[src/rtl/axi_read_xfer_sched.sv]
// Purpose : splits one read command into bursts (max C_MAX_BURST_BYTES, never crossing 4 KB)
//           and sequences the burst reader; flags the final beat and reports done/err.
// Latency : first burst_run 2 cycles after command accept; next burst_run 2 cycles after a
//           burst's last handshake; done 2 cycles after the final handshake.
// Backpr. : cmd_ready only in IDLE (no queueing); the mon_* stream is observed, never stalled.
//
// Ports:
//   m_axi_aclk, m_axi_areset             clock, synchronous active-high reset
//   cmd_valid/cmd_ready/cmd_addr/cmd_len  transfer command (byte address, byte count)
//   burst_run/burst_addr/burst_byte_length  per-burst request to the reader (run is a pulse)
//   mon_tvalid/mon_tready/mon_tlast      monitored reader output stream
//   xfer_tlast                           mon_tlast qualified to the final burst of the transfer
//   busy/done/err                        status; err is meaningful only while done=1
module axi_read_xfer_sched #(
  parameter int C_M_AXI_ADDR_WIDTH = 32,
  parameter int C_M_AXI_DATA_WIDTH = 64,
  parameter int C_MAX_BURST_BYTES  = 512,
  parameter int C_LEN_WIDTH        = 24
) (
  input  logic                          m_axi_aclk,
  input  logic                          m_axi_areset,
  input  logic                          cmd_valid,
  output logic                          cmd_ready,
  input  logic [C_M_AXI_ADDR_WIDTH-1:0] cmd_addr,
  input  logic [C_LEN_WIDTH-1:0]        cmd_len,
  output logic                          burst_run,
  output logic [C_M_AXI_ADDR_WIDTH-1:0] burst_addr,
  output logic [9:0]                    burst_byte_length,
  input  logic                          mon_tvalid,
  input  logic                          mon_tready,
  input  logic                          mon_tlast,
  output logic                          xfer_tlast,
  output logic                          busy,
  output logic                          done,
  output logic                          err
);

  localparam int BPB      = C_M_AXI_DATA_WIDTH / 8;
  localparam int BPB_LOG2 = $clog2(BPB);
  // Size arithmetic must hold both the remaining length and the 4 KB room (up to 4096).
  localparam int CW       = (C_LEN_WIDTH > 13) ? C_LEN_WIDTH : 13;

  typedef enum logic [2:0] {
    S_IDLE  = 3'd0,
    S_CALC  = 3'd1,
    S_ISSUE = 3'd2,
    S_WAIT  = 3'd3,
    S_FIN   = 3'd4
  } state_t;

  state_t r_state;
  state_t w_state_nxt;

  logic [C_M_AXI_ADDR_WIDTH-1:0] r_cur_addr;
  logic [C_LEN_WIDTH-1:0]        r_rem;
  logic [C_M_AXI_ADDR_WIDTH-1:0] r_burst_addr;
  logic [9:0]                    r_burst_len;
  logic [9:0]                    r_beat_cnt;
  logic                          r_last_burst;
  logic                          r_err;

  logic          w_cmd_fire;
  logic          w_misaligned;
  logic          w_rem_zero;
  logic          w_beat;
  logic          w_last_hs;
  logic [CW-1:0] w_lo12;
  logic [CW-1:0] w_rem_ext;
  logic [CW-1:0] w_room_max;
  logic [CW-1:0] w_room_4k;
  logic [CW-1:0] w_size;
  logic [9:0]    w_beats_exp;
  logic [9:0]    w_cnt_inc;
  logic          w_unused_size;

  // ---------------------------------------------------------------------------
  // Combinational helpers
  // ---------------------------------------------------------------------------
  assign w_cmd_fire   = cmd_valid & cmd_ready;
  assign w_misaligned = (|(cmd_addr & C_M_AXI_ADDR_WIDTH'(BPB - 1))) |
                        (|(cmd_len  & C_LEN_WIDTH'(BPB - 1)));
  assign w_rem_zero   = (r_rem == '0);

  assign w_beat    = mon_tvalid & mon_tready;
  assign w_last_hs = w_beat & mon_tlast;

  // Burst size = min(remaining, room to the next max-burst boundary, room to the next 4 KB
  // page). C_MAX_BURST_BYTES divides 4096, so the low 12 address bits carry both offsets.
  assign w_lo12     = CW'(r_cur_addr[11:0]);
  assign w_rem_ext  = CW'(r_rem);
  assign w_room_max = CW'(C_MAX_BURST_BYTES) - (w_lo12 & CW'(C_MAX_BURST_BYTES - 1));
  assign w_room_4k  = CW'(4096) - w_lo12;

  always_comb begin
    w_size = w_rem_ext;
    if (w_room_max < w_size) w_size = w_room_max;
    if (w_room_4k  < w_size) w_size = w_room_4k;
  end

  // The result never exceeds C_MAX_BURST_BYTES (<= 512), so only the low 10 bits matter.
  assign w_unused_size = ^w_size[CW-1:10];

  assign w_beats_exp = r_burst_len >> BPB_LOG2;
  assign w_cnt_inc   = r_beat_cnt + 10'd1;

  // ---------------------------------------------------------------------------
  // FSM: state register
  // ---------------------------------------------------------------------------
  always_ff @(posedge m_axi_aclk) begin
    if (m_axi_areset) begin
      r_state <= S_IDLE;
    end else begin
      r_state <= w_state_nxt;
    end
  end

  // ---------------------------------------------------------------------------
  // FSM: next-state logic
  // ---------------------------------------------------------------------------
  always_comb begin
    w_state_nxt = r_state;
    case (r_state)
      S_IDLE: begin
        // A misaligned command never issues a burst; it goes straight to completion.
        if (w_cmd_fire) w_state_nxt = w_misaligned ? S_FIN : S_CALC;
      end
      S_CALC: begin
        w_state_nxt = w_rem_zero ? S_FIN : S_ISSUE;
      end
      S_ISSUE: begin
        w_state_nxt = S_WAIT;
      end
      S_WAIT: begin
        // Only the reader's tlast ends a burst; a short or long burst is still followed
        // through so the reader is back in IDLE before the next run pulse.
        if (w_last_hs) w_state_nxt = S_CALC;
      end
      S_FIN: begin
        w_state_nxt = S_IDLE;
      end
      default: begin
        w_state_nxt = S_IDLE;
      end
    endcase
  end

  // ---------------------------------------------------------------------------
  // FSM: outputs
  // ---------------------------------------------------------------------------
  always_comb begin
    cmd_ready = 1'b0;
    busy      = 1'b1;
    burst_run = 1'b0;
    done      = 1'b0;
    err       = 1'b0;
    case (r_state)
      S_IDLE: begin
        cmd_ready = 1'b1;
        busy      = 1'b0;
      end
      S_ISSUE: begin
        burst_run = 1'b1;
      end
      S_FIN: begin
        done = 1'b1;
        err  = r_err;
      end
      default: begin
      end
    endcase
  end

  assign xfer_tlast        = mon_tlast & r_last_burst & (r_state == S_WAIT);
  assign burst_addr        = r_burst_addr;
  assign burst_byte_length = r_burst_len;

  // ---------------------------------------------------------------------------
  // Datapath: address/length bookkeeping, beat counting, sticky error
  // ---------------------------------------------------------------------------
  always_ff @(posedge m_axi_aclk) begin
    if (m_axi_areset) begin
      r_cur_addr   <= '0;
      r_rem        <= '0;
      r_burst_addr <= '0;
      r_burst_len  <= '0;
      r_beat_cnt   <= '0;
      r_last_burst <= 1'b0;
      r_err        <= 1'b0;
    end else begin
      case (r_state)
        S_IDLE: begin
          if (w_cmd_fire) begin
            r_cur_addr <= cmd_addr;
            r_rem      <= cmd_len;
            if (w_misaligned) r_err <= 1'b1;
          end
        end
        S_CALC: begin
          // burst_addr/burst_byte_length are only written here, so they stay stable
          // through ISSUE and WAIT while the reader latches them on run.
          if (!w_rem_zero) begin
            r_burst_addr <= r_cur_addr;
            r_burst_len  <= w_size[9:0];
            r_beat_cnt   <= '0;
          end
        end
        S_ISSUE: begin
          // Address wraps naturally; the 4 KB split keeps bursts off the wrap point.
          r_cur_addr   <= r_cur_addr + C_M_AXI_ADDR_WIDTH'(r_burst_len);
          r_rem        <= r_rem - C_LEN_WIDTH'(r_burst_len);
          r_last_burst <= (r_rem == C_LEN_WIDTH'(r_burst_len));
        end
        S_WAIT: begin
          if (w_beat) begin
            r_beat_cnt <= w_cnt_inc;
            // Error when tlast arrives early/late, or the expected count is reached
            // without tlast (the FSM then keeps waiting for tlast).
            if ((w_cnt_inc == w_beats_exp) ^ mon_tlast) r_err <= 1'b1;
          end
        end
        S_FIN: begin
          r_err <= 1'b0;
        end
        default: begin
        end
      endcase
    end
  end

endmodule
[config.mk]
export PLATFORM = sky130hd
export DESIGN_NAME = axi_read_xfer_sched
export DESIGN_NICKNAME = d
export VERILOG_FILES = /design/src/rtl/axi_read_xfer_sched.sv
export SDC_FILE = /design/constraint.sdc
export NUM_CORES = 1
export LEC_CHECK = 0
export CAP_MARGIN = 10
export CORE_ASPECT_RATIO = 1.4
export CORE_MARGIN = 1.5
export CORE_UTILIZATION = 25
export CTS_BUF_LIST = sky130_fd_sc_hd__clkbuf_4 sky130_fd_sc_hd__clkbuf_8
export DETAILED_ROUTE_END_ITERATION = 16
export SETUP_SLACK_MARGIN = 0.2
export SYNTH_ARGS = -nofsm -noshare
export SYNTH_HDL_FRONTEND = slang
export SYNTH_SLANG_ARGS = --single-unit
[constraint.sdc]
create_clock -name m_axi_aclk -period 5.8 [get_ports m_axi_aclk]
set_input_delay 0.87 -clock m_axi_aclk [delete_from_list [all_inputs] [get_ports m_axi_aclk]]
set_output_delay 0.87 -clock m_axi_aclk [all_outputs]
set_load 0.02 [all_outputs]
**Yosys cells after proc, flatten, opt, wreduce, memory -nomap -nowiden**

Index checks and enable logic that the tools add are counted.

- Logic and storage cells: 71
- Register bits after elaboration: 113
- Output and inout port bits: 48
- Input port bits: 62

- Bitwise logic cells: 8
- Reduce and logical (&&, ||, !) cells: 12
- Equal/unequal tests: 12
- Muxes and demuxes: 24
- Order comparisons: 2
- $add $sub $neg: 5

Operator list:

| operator | count |
|---|---|
| one-hot mux 32 bit (2 select lines) | 1 |
| < comparator 24 bit | 2 |
| 2-to-1 mux 24 bit | 2 |
| one-hot mux 24 bit (2 select lines) | 1 |
| adder 32 x 10 -> 32 bit | 1 |
| 2-to-1 mux 32 bit | 1 |
| 2-to-1 mux 10 bit | 3 |
| == test 24 x 10 -> 1 bit | 1 |
| logical NOT 24 bit | 1 |
| subtractor 24 x 10 -> 24 bit | 1 |
| one-hot mux 10 bit (2 select lines) | 1 |
| subtractor 13 x 12 -> 14 bit (first input constant) | 1 |
| 2-to-1 mux 3 bit | 4 |
| one-hot mux 3 bit (4 select lines) | 1 |
| subtractor 10 x 9 -> 11 bit (first input constant) | 1 |
| adder 10 x 1 -> 10 bit (second input constant) | 1 |
| == test 10 x 7 -> 1 bit | 1 |
| inequality test 2 bit (second input constant) | 5 |
| 2-to-1 mux 1 bit | 9 |
| == test 3 x 2 -> 1 bit (second input constant) | 2 |
| AND reduction 2 bit | 3 |
| OR reduction 3 bit | 2 |
| bitwise AND 1 bit | 5 |
| AND reduction 5 bit | 1 |
| other kinds (11) | 12 |

**Depth between registers and ports, before layout**

- Word-level depth: 6
- Gate-level depth with buffers: 23
- Depth with buffers taken out: 20

**Least setup slack after synthesis**

Ideal clock, no wire load.

- Path type: reg2reg
- Start: reg r_cur_addr[2]
- End: reg r_burst_len[0], in the netlist burst_byte_length[0]
- Buffers on the path: 3
- Data arrival time: 4.458 ns
- Library setup time: 0.139 ns
- Stages on the path, launching flop included: 21
- Clock period less this slack: 4.597 ns
- Data required time: 5.661 ns
- Slack: 1.203 ns
- Path through: dfxtp_1 -> nor4_1 -> nand2_1 -> nor4_1 -> ha_1 -> nor3_1 -> o21ai_0 -> a21oi_1 -> or4_1 -> buf_6 -> clkbuf_1 -> a21oi_1 -> ha_1 -> a21o_1 -> a21o_1 -> a211oi_1 -> o211ai_1 -> o21ai_0 -> clkbuf_1 -> mux2i_1 -> a211oi_1

- Longest elaborated chain between the ends: 5
- Elaborated cells on any way between the ends: 6
- Classes of those cells: 2 x add/sub; 2 x order compare; 2 x mux

Ends and longest elaborated chain:

| item | line | text |
|---|---|---|
| from (decl) | 54 | `logic [C_M_AXI_ADDR_WIDTH-1:0] r_cur_addr;` |
| from (signal assigned) | 193 | `r_cur_addr <= cmd_addr;` |
| from (signal assigned) | 209 | `r_cur_addr <= r_cur_addr + C_M_AXI_ADDR_WIDTH'(r_burst_len);` |
| subtractor 10 x 9 -> 11 bit | 91 | `assign w_room_max = CW'(C_MAX_BURST_BYTES) - (w_lo12 & CW'(C_MAX_BURST_BYTES - 1));` |
| < comparator 24 bit | 96 | `if (w_room_max < w_size) w_size = w_room_max;` |
| 2-to-1 mux 24 bit | 96 |  |
| < comparator 24 bit | 97 | `if (w_room_4k < w_size) w_size = w_room_4k;` |
| 2-to-1 mux 10 bit (*) | 97 |  |
| to (signal assigned) | 203 | `r_burst_len <= w_size[9:0];` |
| to (decl) | 57 | `logic [9:0] r_burst_len;` |

Every way passes the cells marked *; elsewhere a longest branch is shown, timed or not.
A chain may end at the register's enable or synchronous reset.

**Worst setup path in the final report**

- Start: reg r_cur_addr[2]
- End: reg r_burst_len[1], in the netlist burst_byte_length[1]

Same word-level chain as after synthesis.

==> metrics.md <==
| Metric | Value |
|---|---|
| Status | finished, final reports clean |
| Max incr delay on CP | 780 ps |
| Final setup vio count | 0 |
| R2r worst-path depth | 20 |
| Die footprint | 30,100 µm² |
| Critical path launch point type | flip-flop |
| Worst-path cell chain | nor4_1, nand2_1, nor2_1, xnor2_1, ha_1, o21ai_0, o21ai_0, a21oi_1, or4_1, nor2_1, a21oi_1, ha_1, a21o_1, a21o_1, a211oi_1, o211ai_1, o21ai_0, buf_4, mux2i_1, a211oi_1 |
| Placeable Area | 28,500 µm² |
| NetSw | 0.665 mW |
| Antenna violations before repair | 0 |
| Synthesized cell area | 7270 µm² |
| Die Width | 147 µm |
| Grt total ovfl | 0 |
| Drt total wl | 23,100 µm |
| Post-synthesis async set-or-reset flop share | 0 |
| Slew Limit Fails | 0 |
| Final hold violations | 0 |
| Flop2flop setup slack | 730 ps |
| Power per cell area | 226 nW/µm² |
| Vias per Instance | 5.08 |
| Vias in the first global route | 6,814 |
| Flop pwr share | 0.411 |
| Largest net degree at the start of global routing | 66 |
| Sequential fraction of the synthesis area | 0.311 |
| Commonest non-fill, non-tap cell in the layout | dfxtp_1 |
| F_max | 197 MHz |
| GR Util All Layers | 0.153 |
| Final GP Congestion | 0.877 |
| # nets final | 1,107 |
| RSZ-0062 raised after global routing | false |
| Setup crit end kind | flip-flop |
| Layout Cells excl Fill | 1,388 |
| Kind of critical path | flip-flop to flip-flop |
| P_leak | 3.24 nW |
| Num ports | 110 |
| Share of cells above drive strength 1 | 0.0592 |
| FP Rows | 73 |
| Hold path startpoint | r_last_burst |
| CP max stage cell | or4_1 |
| Period Utilization, post-route | 0.875 |
| Max-cap violations | 0 |
| Synth Warn # | 0 |
| Number of port buffers | 109 |
| CP Max Fanout | 19 |
| Root Buffer Master | clkbuf_8 |
| Mapped Cells | 915 |
| Clk_lat worst skew | 460 ps |
| DRC Markers | 0 |
| Setup bufs post-CTS | 0 |
| Synth-to-layout area growth | 25.2% |
| Number of diodes | 0 |
| Most frequent cells in the layout | dfxtp_1, nor2_1, clkdlybuf4s50_1 |
| Pre-CTS setup slack | 595 ps |
| Worst slew pin tran | 910 ps |
| Main flop type after synthesis | dfxtp_1 |
| DRT iter0 DRCs | 400 |
| Setup total negative slack | 0 ps |
| CP Data Required Time | 6100 ps |
| Reg-to-reg endpoint | burst_byte_length[1] |
| WHS Path Cells | 2 |
| Die Y | 205 µm |
| Cell-internal power | 1.39 mW |
| EDFF count, synth | 0 |
| CTS buffer count | 17 |
| Clock share of power | 0.369 |
| Syn avg cell area | 7.95 µm² |
| Worst Clk Skew | 16.9 ps |
| Placed cells | 1,356 |
| Via count | 7,053 |
| Drt first pass iters | 5 |
| Post_cts resized | 0 |
| Initial Utilization | 0.255 |
| DR WL/cell | 16.6 µm |
| DRT antenna net count | 0 |
| Synth unique cells | 64 |
| Part of the power in combinational logic | 0.221 |
| Post-route setup slack | 727 ps |
| First-pass GRT wire length | 36,500 µm |
| CTS hold repair buffers | 0 |
| Htree depth | 4 |
| Buffers from clock root to sink, at most | 2 |
| Worst Setup SP | r_cur_addr[2] |
| Hold Path Sink | r_last_burst |
| Post-synthesis register bit count | 113 |
| Final HPWL DP | 16,900 µm |
| Num Clock Sinks | 113 |
| Clock-pin slew on the worst setup and hold paths | 70 ps |
| Min cycle time layout | 5070 ps |
| Switching portion of total power | 0.323 |
| Worst VDD drop | 0.000135 V |
| Reg2Reg Launch Point | r_cur_addr[2] |
| Hold Crit Class | flip-flop to flip-flop |
| WP data arrival | 5380 ps |
| Slew headroom | 0.386 |
| CTS tree | done |
| CP most frequent cell | o21ai_0 |
[power by group through the flow]
stage | Clock [mW] | Combinational [mW] | Sequential, mW
detailed placement | 0 | 0.453 | 0.862
CTS | 0.781 | 0.455 | 0.844
global placement | 0 | 0.445 | 0.861
global route | 0.812 | 0.508 | 0.849
finish | 0.758 | 0.454 | 0.845
floorplan | 0 | 0.322 | 0.845
[sequential cells by signal, indices dropped and copies added, names as in the netlist]
register / count
r_last_burst: 1
r_beat_cnt: 10
burst_byte_length: 10
burst_addr: 32
r_err: 1
r_rem: 24
r_state: 3
r_cur_addr: 32
[cells by family after synthesis]
logic type	Yosys count	share of synthesized area
adder cells (fa/ha/maj)	45	0.0795
flip-flops	113	0.311
multiplexers	46	0.0633
buffers and inverters	90	0.0475
XOR/XNOR	40	0.0482
AO/OA/AOI/OAI	233	0.216
AND/OR/NAND/NOR	347	0.234
other	1	0.000516
[layer usage]
layer,vias to the layer above,global-route usage,wire length (µm)
met5,-,0,0
met4,0,0.0496,354
met3,25,0.0301,1060
met2,179,0.274,11700
met1,3327,0.182,9980
li1,3522,-,-
[metrics by stage]
step / utilization / area, µm² / total power, mW / hold slack (ps)
final: 0.320 / 9110 / 2.06 / 460
after global routing: 0.320 / 9110 / 2.17 / 506
after CTS: 0.319 / 9100 / 2.08 / 461
after detailed placement: 0.305 / 8710 / 1.31 / 450
after global placement: 0.305 / 8710 / 1.31 / 447
after floorplan: - / 7280 / 1.17 / 427
[cells in the mapped netlist, types with 3 or more instances]
| cell | instances | area share |
|---|---|---|
| xnor2_1 | 28 | 0.034 |
| a21oi_1 | 57 | 0.039 |
| or3_1 | 17 | 0.015 |
| o31a_1 | 3 | 0.0036 |
| o21ai_0 | 34 | 0.023 |
| and3_1 | 18 | 0.015 |
| nor4_1 | 17 | 0.015 |
| a31o_2 | 5 | 0.0060 |
| dfxtp_1 | 113 | 0.31 |
| nand2_1 | 73 | 0.038 |
| a211oi_1 | 29 | 0.030 |
| a31oi_1 | 16 | 0.014 |
| nand4_1 | 11 | 0.0095 |
| nand2b_1 | 6 | 0.0052 |
| and2_1 | 4 | 0.0034 |
| a2111oi_0 | 4 | 0.0048 |
| o22ai_1 | 3 | 0.0026 |
| a41oi_1 | 4 | 0.0048 |
| a311oi_1 | 12 | 0.014 |
| o21a_1 | 10 | 0.010 |
| nand3b_1 | 4 | 0.0041 |
| mux2i_1 | 46 | 0.063 |
| or3b_2 | 3 | 0.0036 |
| a21o_1 | 14 | 0.014 |
| nor2b_1 | 7 | 0.0060 |
| or4_1 | 8 | 0.0083 |
| a22oi_1 | 7 | 0.0072 |
| ha_1 | 43 | 0.074 |
| o211ai_1 | 14 | 0.014 |
| nor2_1 | 111 | 0.057 |
| nand3_1 | 32 | 0.022 |
| clkbuf_1 | 51 | 0.026 |
| inv_1 | 35 | 0.018 |
| nor3b_1 | 10 | 0.010 |
| xor2_1 | 12 | 0.014 |
| nor3_1 | 18 | 0.012 |
[worst max-delay path by stage]
| stage | to | slack, ps |
|---|---|---|
| final | burst_byte_length[1] | 730 |
| after CTS | burst_byte_length[1] | 580 |
| after global placement | burst_byte_length[2] | 780 |
| after detailed placement | burst_byte_length[1] | 590 |
| after floorplan | burst_byte_length[0] | 1200 |
| after global routing | burst_byte_length[7] | 320 |
[layout make-up]
type,count,area [µm²]
fill,3073,19400
multi-input combinational,714,4690
sequential,113,2260
timing repair buffer,118,1160
tap,375,469
clock buffer,17,234
clock inverter,15,164
inverter,36,135
[worst max-delay path: cells and delay by family, from the launching register on]
kind                       cells  cell delay (ps)
and+or+nand+nor                5             1790
AOI/OAI and AO/OA             10             1490
adders and majority gates      2              640
DFF                            1              380
buffers and inverters          1              240
muxes                          1              220
xor gates and xnor gates       1              150
Note: power is estimated with default switching activity, not from simulation.
